--- src/rtl/mips32_pkg.sv ---
// Shared definitions for the pipe_MIPS32 control slice.
//   - opcode constants for the instruction set
//   - reg_addr_t: 5-bit register address
//   - sb_entry_t: one scoreboard slot {valid, addr}
//   - hz_state_t: hazard controller sequencing states
package mips32_pkg;

  localparam logic [5:0] OP_ADD   = 6'h00;
  localparam logic [5:0] OP_SUB   = 6'h01;
  localparam logic [5:0] OP_AND   = 6'h02;
  localparam logic [5:0] OP_OR    = 6'h03;
  localparam logic [5:0] OP_SLT   = 6'h04;
  localparam logic [5:0] OP_MUL   = 6'h05;
  localparam logic [5:0] OP_LW    = 6'h08;
  localparam logic [5:0] OP_SW    = 6'h09;
  localparam logic [5:0] OP_ADDI  = 6'h0a;
  localparam logic [5:0] OP_SUBI  = 6'h0b;
  localparam logic [5:0] OP_SLTI  = 6'h0c;
  localparam logic [5:0] OP_BNEQZ = 6'h0d;
  localparam logic [5:0] OP_BEQZ  = 6'h0e;
  localparam logic [5:0] OP_HLT   = 6'h3f;

  typedef logic [4:0] reg_addr_t;

  typedef struct packed {
    logic      valid;
    reg_addr_t addr;
  } sb_entry_t;

  typedef enum logic [1:0] {
    ST_RUN     = 2'd0,
    ST_HALTING = 2'd1,
    ST_DONE    = 2'd2
  } hz_state_t;

endpackage

--- src/rtl/mips32_scoreboard.sv ---
// Destination-register scoreboard for the in-flight producers.
// Entry 0 mirrors EX, entry 1 MEM, entry 2 WB. All entries shift by one
// every clock; entry 0 is loaded with the issuing instruction (or a bubble).
// Ports:
//   clk1, rst_n           clock, async active-low reset
//   load_valid, load_addr producer entering entry 0 this edge
//   id_valid, id_rs, id_use_rs, id_rt, id_use_rt   consumer in ID
//   hit                   ID consumer reads a pending nonzero destination
//   empty_next            no valid entry will remain after this edge
module mips32_scoreboard
  import mips32_pkg::*;
#(
  parameter int SB_DEPTH = 2
) (
  input  logic      clk1,
  input  logic      rst_n,
  input  logic      load_valid,
  input  reg_addr_t load_addr,
  input  logic      id_valid,
  input  reg_addr_t id_rs,
  input  logic      id_use_rs,
  input  reg_addr_t id_rt,
  input  logic      id_use_rt,
  output logic      hit,
  output logic      empty_next
);

  sb_entry_t [SB_DEPTH-1:0] sb;

  always_ff @(posedge clk1 or negedge rst_n) begin
    if (!rst_n) begin
      sb <= '0;
    end else begin
      sb[0] <= '{valid: load_valid, addr: load_addr};
      for (int i = 1; i < SB_DEPTH; i++) begin
        sb[i] <= sb[i-1];
      end
    end
  end

  // R0 is hard-wired zero, so a pending write to it never blocks a reader.
  always_comb begin
    hit = 1'b0;
    for (int i = 0; i < SB_DEPTH; i++) begin
      if (sb[i].valid && (sb[i].addr != '0) &&
          ((id_use_rs && (id_rs == sb[i].addr)) ||
           (id_use_rt && (id_rt == sb[i].addr)))) begin
        hit = 1'b1;
      end
    end
    hit = hit & id_valid;
  end

  // The oldest entry falls off this edge, so only the younger ones and
  // the incoming load decide what remains.
  always_comb begin
    empty_next = !load_valid;
    for (int i = 0; i < SB_DEPTH - 1; i++) begin
      if (sb[i].valid) begin
        empty_next = 1'b0;
      end
    end
  end

endmodule

--- src/rtl/mips32_hazard_ctrl.sv ---
// RAW interlock, branch squash and halt sequencing for pipe_MIPS32.
// Ports:
//   clk1, rst_n            clock, async active-low reset
//   id_*                   decoded ID instruction (operands, dest, HLT)
//   ex_taken_branch        EX resolved a taken BEQZ/BNEQZ
//   stall                  hold PC and IF/ID, bubble into ID/EX
//   flush                  squash IF/ID
//   halted                 sticky after HLT issues
//   drained                halted and no producer left in flight
//   stall_cnt              saturating stall-cycle counter
//   dbg_state              RUN / HALTING / DONE sequencing state
// Handshake: the ID instruction is consumed on a rising edge where
// id_valid=1 and stall=0, flush=0, halted=0; otherwise ID must hold it
// (stall) or it is dropped (flush).
module mips32_hazard_ctrl
  import mips32_pkg::*;
#(
  parameter int SB_DEPTH = 2,
  parameter int CNT_W    = 16
) (
  input  logic             clk1,
  input  logic             rst_n,
  input  logic             id_valid,
  input  logic [4:0]       id_rs,
  input  logic [4:0]       id_rt,
  input  logic             id_use_rs,
  input  logic             id_use_rt,
  input  logic [4:0]       id_dest,
  input  logic             id_wr,
  input  logic             id_hlt,
  input  logic             ex_taken_branch,
  output logic             stall,
  output logic             flush,
  output logic             halted,
  output logic             drained,
  output logic [CNT_W-1:0] stall_cnt,
  output logic [1:0]       dbg_state
);

  localparam logic [CNT_W-1:0] CNT_ONE = 1;

  hz_state_t state;
  logic      hit;
  logic      sb_empty_next;
  logic      issue;
  logic      load_valid;

  // Flush outranks everything: the squashed instruction neither stalls,
  // issues, enters the scoreboard nor halts.
  assign flush      = ex_taken_branch;
  assign stall      = hit && !flush && !halted;
  assign issue      = id_valid && !hit && !flush && !halted;
  assign load_valid = issue && id_wr && (id_dest != '0);
  assign dbg_state  = state;

  mips32_scoreboard #(
    .SB_DEPTH (SB_DEPTH)
  ) u_sb (
    .clk1       (clk1),
    .rst_n      (rst_n),
    .load_valid (load_valid),
    .load_addr  (id_dest),
    .id_valid   (id_valid),
    .id_rs      (id_rs),
    .id_use_rs  (id_use_rs),
    .id_rt      (id_rt),
    .id_use_rt  (id_use_rt),
    .hit        (hit),
    .empty_next (sb_empty_next)
  );

  always_ff @(posedge clk1 or negedge rst_n) begin
    if (!rst_n) begin
      state   <= ST_RUN;
      halted  <= 1'b0;
      drained <= 1'b0;
    end else begin
      case (state)
        ST_RUN: begin
          if (issue && id_hlt) begin
            halted <= 1'b1;
            // Nothing left in flight (e.g. depth 1): skip straight to DONE.
            if (sb_empty_next) begin
              state   <= ST_DONE;
              drained <= 1'b1;
            end else begin
              state <= ST_HALTING;
            end
          end
        end
        ST_HALTING: begin
          if (sb_empty_next) begin
            state   <= ST_DONE;
            drained <= 1'b1;
          end
        end
        default: begin
        end
      endcase
    end
  end

  always_ff @(posedge clk1 or negedge rst_n) begin
    if (!rst_n) begin
      stall_cnt <= '0;
    end else if (stall && (stall_cnt != '1)) begin
      stall_cnt <= stall_cnt + CNT_ONE;
    end
  end

endmodule

--- config.mk ---
export PLATFORM = sky130hd
export DESIGN_NAME = mips32_hazard_ctrl
export DESIGN_NICKNAME = d
export VERILOG_FILES = /design/src/rtl/mips32_pkg.sv /design/src/rtl/mips32_scoreboard.sv /design/src/rtl/mips32_hazard_ctrl.sv
export SDC_FILE = /design/constraint.sdc
export NUM_CORES = 1
export LEC_CHECK = 0
export BUFFER_PORTS_ARGS = -buffer_cell sky130_fd_sc_hd__buf_2
export CAP_MARGIN = 10
export CORE_AREA = 2 2 75 77
export DETAILED_ROUTE_END_ITERATION = 16
export DIE_AREA = 0 0 77 79
export GPL_TIMING_DRIVEN = 1
export MAX_ROUTING_LAYER = met4
export PLACE_DENSITY = 0.52
export SETUP_SLACK_MARGIN = 0.2
export SYNTH_ARGS = -nofsm -noshare
export SYNTH_HDL_FRONTEND = slang
export SYNTH_SLANG_ARGS = --single-unit
export TNS_END_PERCENT = 5
--- constraint.sdc ---
create_clock -name clk1 -period 5.9 [get_ports clk1]
set_clock_uncertainty 0.05 [all_clocks]
set_input_delay 0.885 -clock clk1 [delete_from_list [all_inputs] [get_ports clk1]]
set_output_delay 0.885 -clock clk1 [all_outputs]
set_load 0.02 [all_outputs]
# Yosys cells after proc, flatten, opt, wreduce, memory -nomap -nowiden
# Cells that the tools add are included.
# word_totals
register_bits	32
out_inout_bits	22
input_bits	23
wordCells	59
# classes
reduce_logical	31
eq_ne	8
bitwise_logic	1
addsub	1
mux	10
# op_table
operator	count
$eq A5 B5 Y1	4
$logic_and A1 B1 Y1	17
$add A16 B1 Y16 const B	1
$ne A16 B16 Y1 const B	1
$reduce_bool A5 Y1	3
$mux W2	3
$mux W1	5
$logic_not A1 Y1	4
$ne A2 B2 Y1 const B	2
$pmux W2 S2	1
$reduce_and A2 Y1	2
$reduce_and A3 Y1	1
$eq A2 B1 Y1 const B	1
$logic_not A2 Y1	1
$logic_or A1 B1 Y1	2
$pmux W1 S2	1
$reduce_bool A2 Y1	1
$and A1 B1 Y1	1

# Longest topological paths before layout
# logic_depth
ltp_word	18
ltp_mapped	8
depth_no_buf	7

# Hierarchy
# Synthesis repeated with hierarchy kept, for this count alone.
# unflattened
hier_cells	142
area_unflattened_um2	1637.8
# modules_own_cells
mod	seq_area_each_um2	instances	area_each_um2	cells_each
mips32_hazard_ctrl	500.5	1	1067.3	96
mips32_scoreboard	300.3	1	570.5	46

# Worst setup path after synthesis
# Ideal clock, no wire load.
# synth_path
path_kind	input-to-output
start	input id_rt[4]
end	output stall
n_path_buf	0
arrival_time_ps	1935
setup_slack_ps	3030
cell_stages	5
required_ps	4965
cell_sequence	xor2_1 -> nor4_1 -> a32oi_1 -> o22a_4 -> nor2b_2
# synth_via
elab_chain_len	9
elab_cells_between_ends	13
cone_classes	2 x eq/ne; 2 x mux; 1 x bitwise; 8 x reduce/logical
# synth_lines
item	line_no	rtl
start, declared	mips32_hazard_ctrl.sv:25	input logic [4:0] id_rt,
$eq A5 B5 Y1	mips32_scoreboard.sv:47	(id_use_rt && (id_rt == sb[i].addr)))) begin
$logic_and A1 B1 Y1	mips32_scoreboard.sv:47	
$logic_or A1 B1 Y1	mips32_scoreboard.sv:46	((id_use_rs && (id_rs == sb[i].addr)) ||
$logic_and A1 B1 Y1	mips32_scoreboard.sv:45	if (sb[i].valid && (sb[i].addr != '0) &&
$mux W1	mips32_scoreboard.sv:45	
$mux W1 (*)	mips32_scoreboard.sv:45	
$and A1 B1 Y1 (*)	mips32_scoreboard.sv:51	hit = hit & id_valid;
$logic_and A1 B1 Y1 (*) (2 in a row)	mips32_hazard_ctrl.sv:51	assign stall = hit && !flush && !halted;
end, declared	mips32_hazard_ctrl.sv:32	output logic stall,
# Mark *: on every way between the ends. The rest lies on a longest branch, timed or not.

# Final worst setup path
# Ends and elaborated chain as after synthesis.

==> flow_summary_export.csv <==
group,metric,value,unit
sta,drv_slew,0,
clock_tree,postCtsSetupBuffers,0,
worst_hold_path,hold_start,"u_sb.sb[5]$_DFF_PN0_",
setup_path,worstPathRequired,4.97,ns
job,cap_viol_max_count,0,
grt,grt_pass1_wl,5690,µm
clock_tree,cts_sinks,32,
clock_tree,cts-root-buf,"clkbuf_8",
synthesis,synth_top_cell_by_area,"dfrtp_1",
final_layout,drive_gt1_share,33.0,%
sta,rsz0062_at_grt,"no",
final_layout,final_cell_mix,"44 x buf_2, 32 x dfrtp_1, 18 x xor2_1",
die,rows,27,
setup_path,r2r_cells,7,
placed_design,gp_congestion,0.751,
sta,max_freq,312,MHz
grt,gr-total-overflow,0,
setup_path,cp_common_cell,"buf_2",
clock_tree,clockBufferDepth,2,
clock_tree,cts_resized,0,
worst_hold_path,hold_class,"register to register",
sta,fin_crit_sh,54.3,%
setup_path,cp_slowest_stage_delay,0.34,ns
synthesis,synth.top_cell.area_share,52.7,%
clock_tree,cts_buffers,5,
detailed_routing,vias,1132,
synthesis,syn_area_per_cell,12.0,µm²
die,die_area,6080,µm²
synthesis,synth_cells,127,
sta,worst_slew_pin_slew,0.714,ns
placed_design,dp_hpwl,2450,µm
sta,setup_violations,0,
clock_tree,cts_tree,"yes",
grt,grt.total_usage,12.3,%
die,start_util,28.5,%
pwr,power.static_leakage,0.000938,µW
die,die_h,79,µm
placed_design,io_buffer_count,44,
clock_tree,clkTransAtPathRegs,0.07,ns
placed_design,dpl_cell_area,1820,µm²
final_layout,final_common_cell,"buf_2",
synthesis,synthesis.area,1520,µm²
synthesis,yosysWarningCount,0,
setup_path,reg2reg_slack,3.69,ns
grt,grt_pass1_vias,1133,
detailed_routing,vias_per_cell,4.56,
clock_tree,worstSkewPairLatency,0.28,ns
synthesis,yosysSeqAreaShare,52.7,%
final_layout,fin_area,1920,µm²
setup_path,critical_path_class,"primary input to primary output",
die,core,5340,µm²
detailed_routing,final_antenna_net_count,0,
sta,slew-limit-headroom,52.4,%
grt,grt_max_degree,33,
pwr,power_density,245,nW/µm²
worst_hold_path,hold_depth,0,
grt,antenna_found_initial,0,
synthesis,ys_seq_elements,32,
setup_path,crit_path_end_kind,"primary output",
pwr,peakVddDrop,133,µV
setup_path,cp_top_family,"simple AND/OR/NAND/NOR gates",
sta,finalHoldViolations,0,
synthesis,synthTopCellsByArea,"dfrtp_1 53%, xor2_1 10%, xnor2_1 9.2%",
detailed_routing,drt-total-wl,3350,µm
synthesis,yosysUniqueCellTypes,32,
setup_path,r2r_start,"u_sb.sb[10]$_DFF_PN0_",
final_layout,nNetsFinal,199,
setup_path,path_buf_inv,2,
detailed_routing,detail_route.wl_per_cell,13.5,µm
detailed_routing,dr.pass1.iters,4,
final_layout,area_delta_synth_final,26.5,%
synthesis,syn-num-nets,151,
clock_tree,hold_buffers,0,
setup_path,crit_fanout,5,
sta,setup_tns,0,ns
die,io_pins,45,
die,die_x,77,µm
sta,min_period,3.20,ns
clock_tree,htree_levels,2,
run_status,status,"completed",
final_layout,n_antenna_cell,0,
final_layout,fillers,570,
detailed_routing,drc,0,
setup_path,path_depth,7,
setup_path,crit_start,"id_rt[4]",
setup_path,cp-start-kind,"primary input",
detailed_routing,drt_iter0_drc,30,
setup_path,path_cells,"buf_2 -> xor2_1 -> nor4_1 -> a32oi_1 -> o22a_4 -> nor2b_2 -> buf_2",
setup_path,cp_slowest_cell,"nor4_1",
setup_path,crit_arrival,2.27,ns
-- synthesized netlist by cell type --
| library cell | instances |
|---|---|
| nand2_1 | 4 |
| nand2b_1 | 1 |
| nor3b_1 | 1 |
| ha_1 | 1 |
| a31oi_1 | 1 |
| o21ai_0 | 3 |
| inv_1 | 3 |
| or4_1 | 3 |
| and3_1 | 6 |
| nor2b_2 | 1 |
| o31ai_1 | 1 |
| buf_4 | 1 |
| nor2_2 | 1 |
| clkbuf_1 | 2 |
| nor2_4 | 1 |
| and2_1 | 3 |
| nor4_1 | 4 |
| nor3b_2 | 1 |
| xnor2_1 | 16 |
| and4_1 | 1 |
| xor2_1 | 18 |
| o41ai_1 | 1 |
| a21o_1 | 1 |
| o32a_1 | 1 |
| nand3_1 | 6 |
| dfrtp_1 | 32 |
| mux2_1 | 1 |
| nand4_1 | 7 |
| mux2_2 | 1 |
| nor3_4 | 1 |
| o22a_4 | 1 |
| a32oi_1 | 2 |
-- sequential cells by signal, summed over array words and instances (netlist names) --
name	cells
dbg_state	2
drained	1
halted	1
stall_cnt	16
u_sb.sb	12
-- worst paths after layout --
path,to
min in group asynchronous,halted$_DFFE_PN0P_
max reg2reg,stall_cnt[15]$_DFFE_PN0P_
min,u_sb.sb[11]$_DFF_PN0_
max,stall
max in group asynchronous,drained$_DFFE_PN0P_
min reg2reg,u_sb.sb[11]$_DFF_PN0_
-- layer usage --
metal | global-route usage (%) | share of wire [%] | wire (µm)
met5 | - | 0 | 0
met3 | 3.98 | 5.1 | 172
met1 | 16.1 | 49 | 1640
met2 | 18.5 | 44 | 1490
met4 | 3.75 | 1.3 | 44
-- through the flow --
| step | hold WS (ns) | setup slack (ns) | std cells | power (µW) | utilization [%] |
|---|---|---|---|---|---|
| finish | 0.411 | 2.70 | 248 | 471 | 36.0 |
| detailed placement | 0.390 | 2.68 | 240 | 271 | 34.0 |
| floorplan | 0.358 | 3.03 | 127 | 251 | - |
| CTS | 0.411 | 2.68 | 248 | 476 | 36.0 |
| global placement | 0.396 | 2.69 | 240 | 271 | 34.0 |
| global route | 0.432 | 2.62 | 248 | 493 | 36.0 |
-- layout make-up --
type / instances / area [µm²] / share of cell area (%)
Clock buffer: 6 / 72.6 / 3.77
Clock inverter: 2 / 35.0 / 1.82
Inverter: 3 / 11.3 / 0.586
Multi-Input combinational cell: 89 / 693 / 36.0
Sequential cell: 32 / 801 / 41.6
Tap cell: 72 / 90.1 / 4.68
Timing Repair Buffer: 44 / 220 / 11.5
-- power by group --
part | internal [µW] | total (µW) | switching, µW
clock | 125 | 205 | 79.8
combinational | 15.9 | 35.2 | 19.3
sequential | 225 | 231 | 6.18
total | 366 | 471 | 105
-- cells by family after synthesis --
kind of cell             count (synthesis)  share of synthesized area (%)
adder cells (fa/ha/maj)                  1                          0.823
buffers and inverters                    6                           1.73
AND/OR/NAND/NOR                         41                           17.8
XOR/XNOR                                34                           19.6
flip-flops                              32                           52.7
AO/OA/AOI/OAI                           11                           5.93
multiplexers                             2                           1.48
Power figures use the tool's default switching activity.
